--- config.mk ---
export PLATFORM = sky130hd
export DESIGN_NAME = rd_arbiter
export DESIGN_NICKNAME = d
export VERILOG_FILES = /design/src/rtl/rd_arb_pkg.sv /design/src/rtl/rr_pick.sv /design/src/rtl/rd_arbiter.sv
export SDC_FILE = /design/constraint.sdc
export NUM_CORES = 1
export LEC_CHECK = 0
export CORE_MARGIN = 10
export CORE_UTILIZATION = 49
export DETAILED_ROUTE_END_ITERATION = 8
export GPL_TIMING_DRIVEN = 0
export PLACE_DENSITY = 0.91
export SYNTH_ARGS = -nofsm -noshare
export SYNTH_HDL_FRONTEND = slang
export SYNTH_SLANG_ARGS = --single-unit
--- constraint.sdc ---
create_clock -name clk -period 2.85 [get_ports clk]
set_clock_uncertainty 0.1 [all_clocks]
set_input_delay 0.285 -clock clk [delete_from_list [all_inputs] [get_ports clk]]
set_output_delay 0.285 -clock clk [all_outputs]
set_load 0.005 [all_outputs]
--- src/rtl/rd_arb_pkg.sv ---
// Shared types and helpers for the read-resource arbiter.
// Holds the transaction state encoding and the one-hot decode helper.
package rd_arb_pkg;

  // Upper bound on requesters.
  // Sizes the one-hot helper so that one function serves every N_REQ.
  localparam int MAX_REQ  = 16;
  localparam int MAX_ID_W = 4;

  typedef enum logic [1:0] {
    IDLE = 2'd0,
    READ = 2'd1,
    DLY  = 2'd2,
    DONE = 2'd3
  } state_e;

  // Returns a one-hot vector with bit idx set.
  // Bits at or above n are never set, so callers can truncate safely.
  function automatic logic [MAX_REQ-1:0] onehot(input logic [MAX_ID_W-1:0] idx,
                                                input int                  n);
    logic [MAX_REQ-1:0] v;
    v = '0;
    for (int i = 0; i < MAX_REQ; i++) begin
      if (i < n && idx == MAX_ID_W'(i)) v[i] = 1'b1;
    end
    return v;
  endfunction

endpackage

--- src/rtl/rr_pick.sv ---
// Combinational round-robin picker.
// Finds the first asserted request, searching from ptr+1 upward and wrapping
// modulo N_REQ, so the last winner (ptr) gets the lowest priority.
// Reusable by any arbiter that keeps its own pointer register.
module rr_pick #(
  parameter  int N_REQ = 4,
  localparam int ID_W  = $clog2(N_REQ)
) (
  input  logic [N_REQ-1:0] req,
  input  logic [ID_W-1:0]  ptr,
  output logic             valid,
  output logic [ID_W-1:0]  idx
);

  logic [ID_W-1:0] cand;

  // Priority search from the requester after ptr; the first hit wins.
  always_comb begin
    // NOTE: every output of a combinational block gets a default first,
    // otherwise the paths that skip an assignment infer a latch.
    valid = 1'b0;
    idx   = '0;
    cand  = '0;
    for (int i = 1; i <= N_REQ; i++) begin
      cand = ID_W'((int'(ptr) + i) % N_REQ);
      if (!valid && req[cand]) begin
        valid = 1'b1;
        idx   = cand;
      end
    end
  end

endmodule

--- src/rtl/rd_arbiter.sv ---
// Round-robin arbiter for a single-port read resource.
// The granted requester is walked through IDLE -> READ -> DLY -> DONE.
// While ws=1 is seen in DLY, the READ/DLY loop repeats.
// DONE issues a one-cycle done strobe to the granted requester.
// All outputs are registered, so no path runs from req or ws to an output.
// Optional build macro: RD_ARB_TIMEOUT_EN. When it is defined, the macro
// bounds the wait-state loops at WAIT_MAX and adds the err output.
module rd_arbiter
  import rd_arb_pkg::*;
#(
  parameter  int N_REQ    = 4,
  parameter  int WAIT_MAX = 15,
  localparam int ID_W     = $clog2(N_REQ)
) (
  input  logic             clk,
  input  logic             rst,
  input  logic [N_REQ-1:0] req,
  input  logic             ws,
  output logic             rd,
  output logic [N_REQ-1:0] gnt,
  output logic [ID_W-1:0]  gnt_id,
  output logic [N_REQ-1:0] ds,
  output logic             busy
`ifdef RD_ARB_TIMEOUT_EN
  ,
  output logic             err
`endif
);

  state_e          state;
  logic [ID_W-1:0] ptr;
  logic            pick_valid;
  logic [ID_W-1:0] pick_idx;

`ifdef RD_ARB_TIMEOUT_EN
  localparam int CNT_W = $clog2(WAIT_MAX + 1);
  logic [CNT_W-1:0] loop_cnt;
`endif

  rr_pick #(.N_REQ(N_REQ)) u_pick (
    .req   (req),
    .ptr   (ptr),
    .valid (pick_valid),
    .idx   (pick_idx)
  );

  // Transaction FSM with registered outputs and the round-robin pointer.
  always_ff @(posedge clk) begin
    // NOTE: sequential state uses non-blocking assignments only.
    // Every register then updates from pre-edge values, so no ordering
    // races occur between blocks.
    if (rst) begin
      state  <= IDLE;
      rd     <= 1'b0;
      gnt    <= '0;
      gnt_id <= '0;
      ds     <= '0;
      busy   <= 1'b0;
      ptr    <= ID_W'(N_REQ - 1);
`ifdef RD_ARB_TIMEOUT_EN
      loop_cnt <= '0;
      err      <= 1'b0;
`endif
    end else begin
      unique case (state)
        IDLE: begin
          if (pick_valid) begin
            state  <= READ;
            gnt    <= N_REQ'(onehot(MAX_ID_W'(pick_idx), N_REQ));
            gnt_id <= pick_idx;
            rd     <= 1'b1;
            busy   <= 1'b1;
`ifdef RD_ARB_TIMEOUT_EN
            loop_cnt <= '0;
`endif
          end
        end
        READ: begin
          state <= DLY;
        end
        DLY: begin
          if (ws) begin
`ifdef RD_ARB_TIMEOUT_EN
            if (loop_cnt == CNT_W'(WAIT_MAX)) begin
              // The resource never became ready; abort with an error strobe.
              state <= DONE;
              rd    <= 1'b0;
              ds    <= N_REQ'(onehot(MAX_ID_W'(gnt_id), N_REQ));
              err   <= 1'b1;
            end else begin
              state    <= READ;
              loop_cnt <= loop_cnt + CNT_W'(1);
            end
`else
            state <= READ;
`endif
          end else begin
            state <= DONE;
            rd    <= 1'b0;
            ds    <= N_REQ'(onehot(MAX_ID_W'(gnt_id), N_REQ));
          end
        end
        DONE: begin
          state  <= IDLE;
          ds     <= '0;
          gnt    <= '0;
          gnt_id <= '0;
          busy   <= 1'b0;
          ptr    <= gnt_id;
`ifdef RD_ARB_TIMEOUT_EN
          err    <= 1'b0;
`endif
        end
        default: state <= IDLE;
      endcase
    end
  end

endmodule

==> impl_results.md, run 1 <==
- Status: complete, no violations
- Htree depth: 1
- Delay-heaviest family, CP: buffers and inverters
- Final Net Count: approximately 110
- Number of distinct library cells after synthesis: 37
- Switching share of power: between 20% and 30%
- DP HPWL: 1290 µm
- CP endpoint kind: output pin
- CTS sink cnt: 16
- Worst-path clk slew: 0.09 ns
- # resized after CTS: 0
- GRT Util Overall: 10.7%
- Setup TNS Final: 0 ns
- Tcrit/Tclk final: 59.6%
- Crit-path slowest cell: clkdlybuf4s50_1
- Mean area per synthesized cell: roughly 9.4 µm²
- Starting Density: between 50% and 60%
- Post-Synthesis Cells: 77
- Clk root buf: clkbuf_4
- Final Power: 0.000485 W
- Final Hold Vio Count: 0
- Cts hold-fix bufs: 0
- Layout cells sized above 1: around 11%
- Layout Area Growth over Synthesis: 32.5%
- Leak: 0.374 nW
- RSZ-0062 raised after global routing: no
- Crit-path max cell delay: ~0.55 ns
- Initial antenna violation count: 0
- CP bufs+invs: 1
- Worst hold path depth: 2
- CORE AREA: 1350 µm²
- Max layer used: met4
- Max VDD drop: ~0.00036 V
- Mapped Area: 724 µm²
- Met2 wire len: 820 µm
- Sequential area share after synthesis: 44.2%
- Power Density: 505 nW/µm²
- DRC violations left: 0
- Post-DRT Antenna Nets: 0
- Crit-path cells: clkdlybuf4s50_1
- Peak Freq: 589 MHz
- Vias in the first global route: 650
- TritonCTS clock tree: done
- Metal-1 WL: roughly 690 µm
- Total number of vias: 659
- Wirelength, routed: 1710 µm
- Synth async-reset ratio: 0%
- Clock latency on the worst-skew pair: ~0.29 ns
- Setup Buffers After CTS: 0
- Final Wtd Congestion: 0.756
- Tmin final: between 1.5 and 2 ns
- Worst hold start: rd$_SDFFE_PP0P_
- FF-to-FF setup slack: approximately 1.3 ns
- Crit start category: flop
- CP arrival: between 1 and 1.5 ns
- Starting DRT DRC Count: 16
- Hold Path End: rd$_SDFFE_PP0P_
- Ys Warns: 0
- Reg-to-Reg End: gnt[3]$_SDFFE_PP0P_
- Sw Pwr: 0.000124 W
- Post-synth EDFFs: 0
- Chip width: 58.5 µm
- Final Max Slew Viols: 0
- I/O pin cnt: 19
- Sequential Power Share: 51.3%
- Post-DR vias/cell: slightly below 6
- Main flop type after synthesis: dfxtp_1
- Crit path kind: flop to output pin
- Slew @ Worst Pin: between 0.5 and 0.6 ns
- Clk network pwr share: 30.9%
- Crit Reg-Reg Startpoint: ptr[1]$_SDFFE_PP1P_
- Die Height: 58.5 µm
- Die ar.: 3420 µm²
- Row cnt: 13
- # diodes: 0
- Logic gate share of total power: approximately 18%
- Worst Path Max Fanout: 7
- Routed wl met3: 170 µm
- Total nets after synthesis: 84
- Max cap viols: 0
- Buffers on Ports: 18
- Fill cells: 110
- #FFs+latches synth: 16
- Setup Viol. Count Final: 0
- Pin count of the biggest net entering global routing: 11
- Internal: approximately 0.00036 W
- Critical Path RT: 2.47 ns
- CTS buffer count: 3
- Worst hold path class: flop to flop
- Total gr overflow: 0
- R2R cell count: 4
- First-pass GRT wire length: approximately 2900 µm
- Bufs on Longest Clock Path: 2
- Slew margin rel.: 60.5%
- Detailed Routing Iterations Pass 1: 4
- WL/cell: roughly 15 µm
## logic make-up (layout without fill, tap and decap cells)
logic type,Yosys count,in the layout,synth area share [%]
AOI/OAI and AO/OA,23,23,23.7
muxes,1,1,1.38
buffers and inverters,7,29,5.35
DFF,16,16,44.2
and+or+nand+nor,30,30,25.4
## metrics by stage
step	hold WS (ns)	area [µm²]	util (%)	instances	setup slack, ns
detailed placement	0.368	923	68.4	110	0.889
floorplan	0.289	724	-	77	1.40
global route	0.403	960	71.1	114	1.08
global placement	0.341	923	68.4	110	0.907
finish	0.380	960	71.1	114	1.15
CTS	0.391	960	71.1	114	1.14
## placed cells by master (no fill, tap or decap), types with 2 or more instances in the layout
master and count:
a211o_1 2, nand2b_1 2, clkbuf_4 3, clkdlybuf4s50_1 18, nor2_1 6, nand4b_1 2, o21ai_0 2, nor3_1 3
and3_1 3, nand3b_1 2, nand3_1 2, a21oi_1 6, inv_1 3, dfxtp_1 16, nand2_1 4
## power groups by stage
stage	Combinational (W)	Sequential [W]	Clock, W
2_1_floorplan	0.0000446	0.000252	0
5_1_grt	0.0000952	0.000250	0.000164
3_3_place_gp	0.0000848	0.000253	0
4_1_cts	0.0000872	0.000249	0.000153
3_5_place_dp	0.0000865	0.000254	0
6_report	0.0000865	0.000249	0.000150
## cell type report
cell class              count  area (µm²)  area share (%)
plain buffers               4        27.5            2.87
clock buffers               4        36.3            3.78
inverters                   3        11.3            1.17
multi-input cells          54         365            38.1
flip-flops and latches     16         320            33.4
well taps                  15        18.8            1.96
repair buffers             18         180            18.8
## worst max path at each step
stage,to,cells past startpoint,start,slack (ns)
floorplan,gnt_id[0]$_SDFFE_PP0P_,5,state[0]$_SDFFE_PP0P_,1.40
global placement,gnt[3]$_SDFFE_PP0P_,5,req[3],0.91
detailed placement,gnt_id[0]$_SDFFE_PP0P_,6,req[3],0.89
CTS,gnt_id[1],1,gnt_id[1]$_SDFFE_PP0P_,1.14
global route,gnt_id[1],1,gnt_id[1]$_SDFFE_PP0P_,1.08
finish,gnt_id[1],1,gnt_id[1]$_SDFFE_PP0P_,1.15
## flip-flops by register name, indices dropped and copies added, names as in the netlist
name,count
busy,1
ds,4
gnt,4
gnt_id,2
ptr,2
rd,1
state,2
## Yosys cell counts, drive strengths merged, types with 2 or more instances
cell	number	share of area, %
dfxtp	16	44
nand3	2	1.4
and3	3	2.6
nand2b	2	1.7
nor3	3	2.1
buf	3	3.3
a211o	2	2.4
nor2	6	3.1
nand2	4	2.1
a21oi	6	4.1
inv	3	1.6
o21ai	3	2.6
nand4b	2	2.4
nand3b	2	2.1
## routing by layer
metal	track usage [%]	up-vias
li1	-	329
met1	10.6	299
met4	4.03	0
met5	0	-
met3	6.65	6
met2	17.8	25
(Power assumes the default switching activity.)
==> run 2, diff against run 1 <==
CORE_UTILIZATION = 46   (was 49)
PLACE_DENSITY = 0.87   (was 0.91)
clock period = 1.62 ns   (was 2.85 ns; I/O delays follow)
==> run 2 against run 1 <==
Effect of this change:
- via count down 2.3%
- core utilization down 7.4 points
- combinational power up 78%
- wire length down 2.8%
- register-to-register slack worse by 1.2 ns
- non-clock buffer count unchanged
- critical path type is now input port to flop
==> impl_results.md, run 2 (same netlist as run 1, synthesis figures left out) <==
- Slew margin rel.: 71.6% (+11 points)
- # resized after CTS: 0 (unchanged)
- Final Power: 0.000789 W (+63%)
- Post-DRT Antenna Nets: 0 (unchanged)
- Tcrit/Tclk final: ~97%
- Final Max Slew Viols: 0 (unchanged)
- CP arrival: 1.65 ns (+0.34 ns)
- CORE AREA: 1510 µm² (+12%)
- CTS sink cnt: 16 (unchanged)
- Setup Viol. Count Final: 0 (unchanged)
- I/O pin cnt: 19 (unchanged)
- Biggest regs: ds: 4 flops, gnt: 4 flops
- Detailed Routing Iterations Pass 1: 4 (unchanged)
- Final Wtd Congestion: 0.753 (-0.40%)
- FF-to-FF setup slack: 0.08 ns (-1.22 ns)
- Worst hold path depth: 2 (unchanged)
- R2R cell count: 5 (+1)
- Row cnt: 14 (+1)
- Starting DRT DRC Count: 15 (-1)
- First-pass GRT wire length: 2820 µm (-1.7%)
- Fin area: 960 µm² (unchanged)
- Hold Path End: rd$_SDFFE_PP0P_
- Total number of vias: 644 (-2.3%)
- Grt met3 use: 5.51% (-1.1 points)
- DRC violations left: 0 (unchanged)
- CTS buffer count: 3 (unchanged)
- Crit path kind: input port to flop
- Total gr overflow: 0 (unchanged)
- Post-Layout Cell Count: 114 (unchanged)
- Met2 GRT Util: 15.9% (-1.9 points)
- Leak: 0.368 nW (-1.4%)
- CP endpoint kind: flop
- Commonest non-fill, non-tap cell in the layout: clkdlybuf4s50_1
- Worst-path clk slew: 0.08 ns (about the same)
- Most frequent cells in the layout: clkdlybuf4s50_1, dfxtp_1, nor2_1, a21oi_1, nand2_1
- Max cap viols: 0 (unchanged)
- Post-DR vias/cell: 5.65 (-2.3%)
- Buffers on Ports: 18 (unchanged)
- Vias in the first global route: 658 (+1.2%)
- Max VDD drop: 0.000470 V (+30%)
- Clock latency on the worst-skew pair: 0.28 ns (about the same)
- GRT Util Overall: 9.83% (-0.88 points)
- Worst hold start: rd$_SDFFE_PP0P_
- Initial antenna violation count: 0 (unchanged)
- Layout cells sized above 1: 13.3% (+2.2 points)
- Setup Buffers After CTS: 0 (unchanged)
- DP HPWL: 1220 µm (-5.8%)
- Clk root buf: clkbuf_4
- Crit Reg-Reg Startpoint: state[0]$_SDFFE_PP0P_
- Tmin final: 1.57 ns
- Die Height: 59.7 µm (+2.1%)
- Status: complete, no violations
- Wirelength, routed: 1660 µm (-2.8%)
- Critical Path RT: 1.69 ns (-0.78 ns)
- Final Net Count: 107 (unchanged)
- Htree depth: 1 (unchanged)
- Final Hold Vio Count: 0 (unchanged)
- Pin count of the biggest net entering global routing: 11 (unchanged)
- # diodes: 0 (unchanged)
- Reg-to-Reg End: gnt_id[0]$_SDFFE_PP0P_
- Placed cell area: 925 µm² (+0.14%)
- Peak Freq: 635 MHz
- Worst hold path class: flop to flop
- WL/cell: 14.5 µm (-2.8%)
- Power Density: 822 nW/µm² (+63%)
- Slew @ Worst Pin: 0.422 ns (-0.167 ns)
- Worst Path Max Fanout: 8 (+1)
- TritonCTS clock tree: done
- Most Crowded Layer GR: met2
- Chip width: 59.7 µm (+2.1%)
- Die ar.: 3560 µm² (+4.3%)
- Crit start category: input port
- Placed Instances: 111 (+0.91%)
- GRT met1 Usage: 10.7% (+0.083 points)
- Bufs on Longest Clock Path: 2 (unchanged)
- Setup crit start: req[3]
- Cts hold-fix bufs: 0 (unchanged)
- Starting Density: 48.1% (-5.6 points)
- Layout Area Growth over Synthesis: 32.5% (unchanged)
==> run 2: stage by stage <==
stage | setup TNS (ns) | utilization (%) | setup WS (ns) | hold slack (ns)
2_1_floorplan | 0 | - | 0.173 | 0.166
3_3_place_gp | -0.858 | 61.4 | -0.208 | 0.347
3_5_place_dp | -1.16 | 61.4 | -0.249 | 0.352
4_1_cts | 0 | 62.9 | 0.0377 | 0.364
5_1_grt | -0.0226 | 63.7 | -0.0169 | 0.391
6_report | 0 | 63.7 | 0.0453 | 0.359
==> run 2: layer usage <==
metal | up-vias | share of wire [%] | wire [µm]
met5 | - | 0 | 0
met4 | 0 | 0.72 | 12
met3 | 2 | 11 | 175
met2 | 18 | 47 | 783
met1 | 292 | 41 | 687
li1 | 332 | - | -
==> run 2: final cells by class <==
class	instances	area [µm²]
Multi-Input combinational cell	54	377
Clock buffer	3	22.5
Buffer	4	27.5
Fill cell	122	547
Sequential cell	16	322
Inverter	3	11.3
Timing Repair Buffer	18	180
Tap cell	16	20.0
==> run 2: worst max-delay path by stage <==
stage	endpoint	slack, ns	cells after the start
final	gnt_id[0]$_SDFFE_PP0P_	0.05	6
after floorplan	gnt_id[0]$_SDFFE_PP0P_	0.17	5
after global placement	gnt[3]$_SDFFE_PP0P_	-0.21	5
after global routing	ds[0]$_SDFFE_PP0P_	-0.02	5
after detailed placement	gnt[3]$_SDFFE_PP0P_	-0.25	5
after CTS	gnt[3]$_SDFFE_PP0P_	0.04	5
==> run 2: critical path, cell delays in order <==
cell	delay, ns
clkdlybuf4s50_1	0.56
nor4_2	0.09
or3_1	0.34
buf_6	0.15
and4b_1	0.16
a31o_1	0.18
==> run 2: power breakdown <==
part | internal (W) | leakage, nW | switching [W] | total (W)
clock network | 0.0000861 | 0.0138 | 0.000111 | 0.000197
logic | 0.0000838 | 0.223 | 0.0000703 | 0.000154
registers | 0.000417 | 0.131 | 0.0000208 | 0.000438
total | 0.000587 | 0.368 | 0.000202 | 0.000789
==> run 3, diff against run 2 <==
CTS_CLUSTER_SIZE = 25   (was unset)
==> results of run 3 <==
Final layout, timing and power as in run 2 (identical DEF).
